<file path="src/rtl/q_pkg.sv">
// Shared definitions for the Q register slice: datapath width, history depth,
// the Q-control mode encoding and the next-value rule used by the Q register.
package q_pkg;

  localparam int Q_WIDTH      = 32;
  localparam int TRACE_DEPTH  = 4;
  localparam int TRACE_PTR_W  = 2;
  localparam int TRACE_CNT_W  = 3;

  // {qs1,qs0} as presented by Q control
  typedef enum logic [1:0] {
    QMODE_HOLD = 2'b00,
    QMODE_SHL  = 2'b01,
    QMODE_SHR  = 2'b10,
    QMODE_LOAD = 2'b11
  } q_mode_t;

  // Shift-left inserts the inverted ALU sign bit (divide-step quotient bit);
  // shift-right inserts ALU bit 0 at the top (multiply-step product bit).
  function automatic logic [Q_WIDTH-1:0] next_q(
    input q_mode_t              mode,
    input logic [Q_WIDTH-1:0]   cur,
    input logic [Q_WIDTH-1:0]   alu_lo
  );
    logic [Q_WIDTH-1:0] result;
    result = cur;
    case (mode)
      QMODE_SHL:  result = {cur[Q_WIDTH-2:0], ~alu_lo[Q_WIDTH-1]};
      QMODE_SHR:  result = {alu_lo[0], cur[Q_WIDTH-1:1]};
      QMODE_LOAD: result = alu_lo;
      default:    result = cur;
    endcase
    return result;
  endfunction

endpackage

</file>
<file path="src/rtl/q_trace_buf.sv">
// Four-entry ring of past Q values. Each push stores din at the write
// pointer; reads are combinational by age (idx 0 = most recent push) and
// return zero for ages that have not been filled yet.
module q_trace_buf
  import q_pkg::*;
(
  input  logic                   clk,
  input  logic                   reset,
  input  logic                   push,
  input  logic [Q_WIDTH-1:0]     din,
  input  logic [TRACE_PTR_W-1:0] idx,
  output logic [Q_WIDTH-1:0]     dout,
  output logic [TRACE_CNT_W-1:0] cnt
);

  logic [Q_WIDTH-1:0]     mem [TRACE_DEPTH];
  logic [TRACE_PTR_W-1:0] wptr;
  logic [TRACE_PTR_W-1:0] rptr;

  // Storage, write pointer (wraps naturally at the 2-bit boundary) and a
  // fill count that stops at the ring depth once the oldest entry is reused.
  always_ff @(posedge clk or posedge reset) begin
    if (reset) begin
      for (int i = 0; i < TRACE_DEPTH; i++) begin
        mem[i] <= '0;
      end
      wptr <= '0;
      cnt  <= '0;
    end else if (push) begin
      mem[wptr] <= din;
      wptr      <= wptr + 1'b1;
      if (cnt != TRACE_CNT_W'(TRACE_DEPTH)) begin
        cnt <= cnt + 1'b1;
      end
    end
  end

  // Age-indexed read: entries are counted back from the last written slot,
  // so a push on the same edge is not yet visible here.
  always_comb begin
    rptr = wptr - 1'b1 - idx;
    dout = '0;
    if ({1'b0, idx} < cnt) begin
      dout = mem[rptr];
    end
  end

endmodule

</file>
<file path="src/rtl/q_reg.sv">
// Q register: multiply/divide helper register updated once per
// microinstruction on the state_fetch strobe, with MF-bus drive and an
// optional history of pre-update values for debug.
// Build option: define Q_REG_TRACE_EN to include the history ring; without it
// trace_q and trace_cnt read as zero and no history storage exists.
module q_reg
  import q_pkg::*;
(
  input  logic                   clk,
  input  logic                   reset,
  input  logic                   state_fetch,
  input  logic                   qs0,
  input  logic                   qs1,
  input  logic                   qdrive,
  input  logic [Q_WIDTH:0]       alu,
  output logic [Q_WIDTH-1:0]     q,
  output logic [Q_WIDTH-1:0]     q_mf,
  output logic                   q_lsb,
  input  logic [TRACE_PTR_W-1:0] trace_idx,
  output logic [Q_WIDTH-1:0]     trace_q,
  output logic [TRACE_CNT_W-1:0] trace_cnt
);

  q_mode_t            mode;
  logic               update;
  logic [Q_WIDTH-1:0] q_next;
  logic               unused_bits;

  // Decode the Q-control mode and decide whether this edge is a real update;
  // a hold strobe leaves Q alone and must not disturb the history either.
  always_comb begin
    mode   = q_mode_t'({qs1, qs0});
    update = state_fetch && (mode != QMODE_HOLD);
    q_next = next_q(mode, q, alu[Q_WIDTH-1:0]);
  end

  // The Q register itself; reset wins over any strobe arriving with it.
  always_ff @(posedge clk or posedge reset) begin
    if (reset) begin
      q <= '0;
    end else if (update) begin
      q <= q_next;
    end
  end

  // Bus drive and the multiply-step condition bit come straight off Q.
  always_comb begin
    q_mf  = qdrive ? q : '0;
    q_lsb = q[0];
  end

`ifdef Q_REG_TRACE_EN
  q_trace_buf u_trace (
    .clk   (clk),
    .reset (reset),
    .push  (update),
    .din   (q),
    .idx   (trace_idx),
    .dout  (trace_q),
    .cnt   (trace_cnt)
  );

  assign unused_bits = alu[Q_WIDTH];
`else
  assign trace_q     = '0;
  assign trace_cnt   = '0;
  assign unused_bits = ^{alu[Q_WIDTH], trace_idx};
`endif

endmodule

</file>
<file path="config.mk">
export PLATFORM = sky130hd
export DESIGN_NAME = q_reg
export DESIGN_NICKNAME = d
export VERILOG_FILES = /design/src/rtl/q_pkg.sv /design/src/rtl/q_trace_buf.sv /design/src/rtl/q_reg.sv
export SDC_FILE = /design/constraint.sdc
export NUM_CORES = 1
export LEC_CHECK = 0
export ABC_AREA = 1
export BUFFER_PORTS_ARGS = -buffer_cell sky130_fd_sc_hd__buf_2
export CAP_MARGIN = 5
export CORE_UTILIZATION = 31
export CTS_CLUSTER_DIAMETER = 50
export DETAILED_ROUTE_END_ITERATION = 8
export HOLD_SLACK_MARGIN = 0.06
export PLACE_DENSITY = 0.63
export SLEW_MARGIN = 20
export SYNTH_ARGS = -nofsm -noshare
export SYNTH_HDL_FRONTEND = slang
export SYNTH_HIERARCHICAL = 1
export SYNTH_SLANG_ARGS = --single-unit
export TNS_END_PERCENT = 100
</file>
<file path="constraint.sdc">
create_clock -name clk -period 0.8 [get_ports clk]
set_clock_uncertainty 0.05 [all_clocks]
set_input_delay 0.04 -clock clk [delete_from_list [all_inputs] [get_ports clk]]
set_output_delay 0.04 -clock clk [all_outputs]
set_load 0.005 [all_outputs]
</file>
Yosys cells after proc, flatten, opt, wreduce, memory -nomap -nowiden
Index checks and enable logic that the tools add are counted.

cells by class
  muxes and demuxes = 2
  equality and inequality tests = 3
  bitwise logic cells = 1
  reductions and logical operators = 4

operators with widths
  operator              number
  $pmux W32 S3          1
  $mux W32              1
  $eq A2 B2 Y1 const B  2
  $reduce_bool A3 Y1    1
  $eq A2 B1 Y1 const B  1
  $reduce_and A2 Y1     1
  $reduce_bool A2 Y1    1
  $logic_and A1 B1 Y1   1
  $not A1 Y1            1

word-level totals
  word-level logic and storage cells = 11
  bits in registers = 32
  input port bits = 41

Logic depth before layout (Yosys ltp)
  depth after elaboration = 3
  mapped depth = 7

Worst setup path before layout
OpenSTA, ideal clock, no wires.

  path kind = input to register
  start = in qs0
  end = reg q[0]
  data arrival time = 639 ps
  data required time = 634 ps
  buffers on the path = 2
  stages on the path = 6
  library setup time = 116 ps
  setup slack = -6 ps
  cells stage by stage = buf_6 > o21ai_4 > inv_2 > buf_6 > nand2_1 > nand2_1

on the way
  cells in the longest elaborated chain, start to end = 3

RTL lines
  what                                                                 RTL line     text
  start, declared                                                      q_reg.sv:12  input logic qs0,
  $eq A2 B2 Y1, or another cell as far along                           q_pkg.sv:27  case (mode)
  $reduce_bool A3 Y1 (no line) or $logic_and A1 B1 Y1 (tied branches)  n/a
  $reduce_and A2 Y1 (no line)                                          n/a
  end signal, assigned                                                 q_reg.sv:42  q <= q_next;
  end, declared                                                        q_reg.sv:16  output logic [Q_WIDTH-1:0] q,

Several ways; a longest one is shown, not always the timed one.
A chain may end at the register's enable or synchronous reset.

Worst setup path after layout
  start = reg q[29]
  end = out q_mf[29]

on the way
  cells in the longest elaborated chain, start to end = 1

RTL lines
  what           RTL line     text
  $mux W32       q_reg.sv:48  q_mf = qdrive ? q : '0;
  end, declared  q_reg.sv:17  output logic [Q_WIDTH-1:0] q_mf,

No other way between the ends.

==> reports/results.md <==
## Worst setup path
• **worst-path cell chain** buf_6 > nand2_2 > inv_2 > buf_2
• **number of buffer and inverter stages on the critical path** 3
• **data required time at the worst endpoint** 0.71 ns
• **maximum cell stage delay along the critical path** 0.43 ns
• **sort of element at the end of the critical path** output pin
• **data arrival time at the worst-slack endpoint** 1.02 ns
• **kind of cell with the highest combined delay on the critical path** flip-flops
• **highest fanout seen on the critical path** 3
• **classification of the worst setup path** reg -> out
• **slowest stage cell on the critical path** dfrtp_1
• **CP startpoint kind** flop

## Clock network
• **H-Tree Depth** 2
• **total clock buffers created by CTS** 5
• **clock insertion delay at the later pin of the skew report** 0.28 ns
• **sinks on the clock net** 32
• **register clock-pin slew on the reported worst setup and hold paths** 0.07 ns
• **maximum buffer depth of the clock tree** 2
• **clock tree from TritonCTS** yes
• **clk root buf** clkbuf_8

## Timing
• **number of hold violations in the final report** 0
• **Slew headroom** 61.46%
• **Setup WS post-layout** -0.3135 ns
• **part of the cycle the worst path needs** 139.2%
• **final worst hold slack** 0.04824 ns
• **worst slew pin tran** 0.5773 ns
• **number of max-slew violations in the final report** 0
• **sum of negative setup slack** -19.20 ns
• **setup violation total in the final timing report** 97
• **Peak Freq** 0.8981 GHz
• **shortest clock period the worst path allows after layout** 1.114 ns
• **RSZ-0062 raised after global routing** yes

## Route
• **number of violations reported at the end of detailed-routing iteration 0** 118
• **DR vias/cell** 4.605
• **via count** 2952
• **drt wl/cell** 12.16 microns
• **# DRC** 0
• **number of detailed-routing iterations run before antenna repair** 4
• **DRT Wirelength** 7797 microns
• **final antenna-violating net count** 0

## Synthesis
• **mux cell area share after synthesis** 0%
• **area share of and/or/nand/nor cells after synthesis** 43.14%
• **cells after synthesis** 389
• **post-synthesis sequential area ratio** 31.95%
• **fraction of synthesized cell area in xor and xnor cells** 0%
• **flip-flop and latch count after synthesis** 32
• **number of distinct library cell variants in the gate-level netlist after synthesis** 11
• **Synth warnings** 6
• **average cell area after synthesis** 6.443 sq um
• **post-synthesis adder-cell area fraction** 0%
• **Post-Synthesis Cell Area** 2506 sq um
• **dominant combinational cell family by area after synthesis** simple AND/OR/NAND/NOR gates
• **area fraction in compound gates after synthesis** 0.6490%

## Floorplanning
• **height of the die** 91.92 microns
• **die extent in x** 91.92 microns
• **Die Footprint** 8448 sq um
• **floorplan row count** 32
• **I/O pin cnt** 141
• **area of the core region** 7767 sq um
• **initial cell density of the core** 32.26%

## Power
• **Max VDD drop** 0.0007144 V
• **PwrDens** 1609 nW/um^2
• **static power due to leakage** 2.608 nW

## Layout
• **number of fill cells** 747
• **fraction of final layout cells sized beyond drive strength 1** 52.69%
• **max reg flops** 32
• **number of antenna diodes** 0
• **area of all placed cells without fillers** 4290 sq um
• **Area Growth Syn to Fin** 71.19%
• **final core utilization** 55.24%
• **nets** 580

## Global route
• **number of global-route vias before repair** 2661
• **first-pass GRT wire length** 12410 microns
• **global-route total usage across every layer** 18.17%
• **Remaining Overflow, GRT** 0
• **antenna violations before repair** 0
• **largest net degree at the start of global routing** 36

## Hold path
• **kind of path behind the tightest hold check** in -> reg

## Place
• **HPWL after DPL** 4794 microns
• **Placed Area** 3157 sq um
• **gpl congestion** 0.7264
• **IO buf count** 102

## Run status
• **failing checks** negative setup slack
• **outcome** finished with violations

## Job
• **Max-Cap Viols** 0

## tightest hold or removal path, delay by kind of cell
kind	cells	cell delay, ns
buffers and inverters	1	0.08
AND/OR/NAND/NOR	4	0.23
## synth_stat cells
library cell | number | area (sq um)
inv_1 | 36 | 135.1
buf_4 | 36 | 270.3
conb_1 | 1 | 3.750
nand3_1 | 96 | 480.5
nand2_1 | 160 | 600.6
o21ai_4 | 1 | 16.27
buf_6 | 11 | 123.9
clkbuf_1 | 3 | 11.26
dfrtp_1 | 32 | 800.8
buf_2 | 12 | 60.06
inv_2 | 1 | 3.750
## area by class of cell
cell class	count	area (sq um)	area share, %
multi-input combinational	292	1662	38.73
timing repair buffer	171	1479	34.47
sequential	32	805.8	18.78
inverter	37	138.9	3.237
tap	102	127.6	2.975
clock buffer	6	72.57	1.691
clock inverter	1	5.005	0.1167
## kinds of logic (layout without fill, tap and decap cells)
kind of cell    after synthesis  in the layout
compound gates                1              1
simple gates                256            256
flops                        32             32
buf+inv                      99            215
other cells                   1             35
## what timing repair did
item                                   CTS  global route
pin swaps                               40            36
setup buffers                           29            10
endpoints found under the hold margin   38             0
cloned                                   0             0
hold buffers                             1             0
setup endpoints to repair               97            97
gates resized for setup                134            67
## routing by layer
metal  up-vias  part of all wire [%]  GRT usage (%)  wire length, microns
li1       1437                     -              -                     -
met1      1393                    46          24.47                  3595
met2       114                    48          30.16                  3756
met3         8                   5.0          3.566                   390
met4         0                  0.69          3.776                    54
met5         -                     0              0                     0
## layout by cell type, fill, tap and decap left out
| cell type | n |
|---|---|
| inv_1 | 28 |
| conb_1 | 35 |
| buf_2 | 75 |
| inv_2 | 9 |
| o21ai_4 | 1 |
| nand3_2 | 53 |
| nand3_4 | 2 |
| buf_4 | 10 |
| clkbuf_1 | 1 |
| dfrtp_1 | 28 |
| clkbuf_8 | 5 |
| nand2_4 | 9 |
| buf_6 | 78 |
| buf_12 | 7 |
| nand2_1 | 121 |
| nand3_1 | 41 |
| dlygate4sd3_1 | 1 |
| clkinv_2 | 1 |
| nand2_2 | 30 |
| dfrtp_2 | 4 |
## power breakdown
group / total, W / switching (W) / internal (W) / leakage [nW]
Sequential: 0.00223 / 0.000329 / 0.00190 / 0.410
Combinational: 0.00349 / 0.00150 / 0.00199 / 2.16
Clock: 0.00118 / 0.000584 / 0.000591 / 0.0410
## final timing paths
check	startpoint	end	slack (ns)	cells past startpoint
worst max register to register	q[30]	q[29]	-0.25	6
worst min-delay path	alu[6]	q[6]	0.05	5
worst max-delay path	q[29]	q_mf[29]	-0.31	4
worst min register to register	q[19]	q[19]	0.50	2
max in group asynchronous	reset	q[19]	0.22	4
min in group asynchronous	reset	q[11]	0.30	4
## metrics by stage
stage                     total power, W  setup WS, ns  std cells
after CTS                       0.006591       -0.3284        637
after global placement          0.004215       -0.2223        600
after global routing            0.007389       -0.3647        641
final                           0.006902       -0.3135        641
after floorplan                 0.003309     0.0003780        423
after detailed placement        0.004254       -0.2551        600
Power figures use the tool's default switching activity.
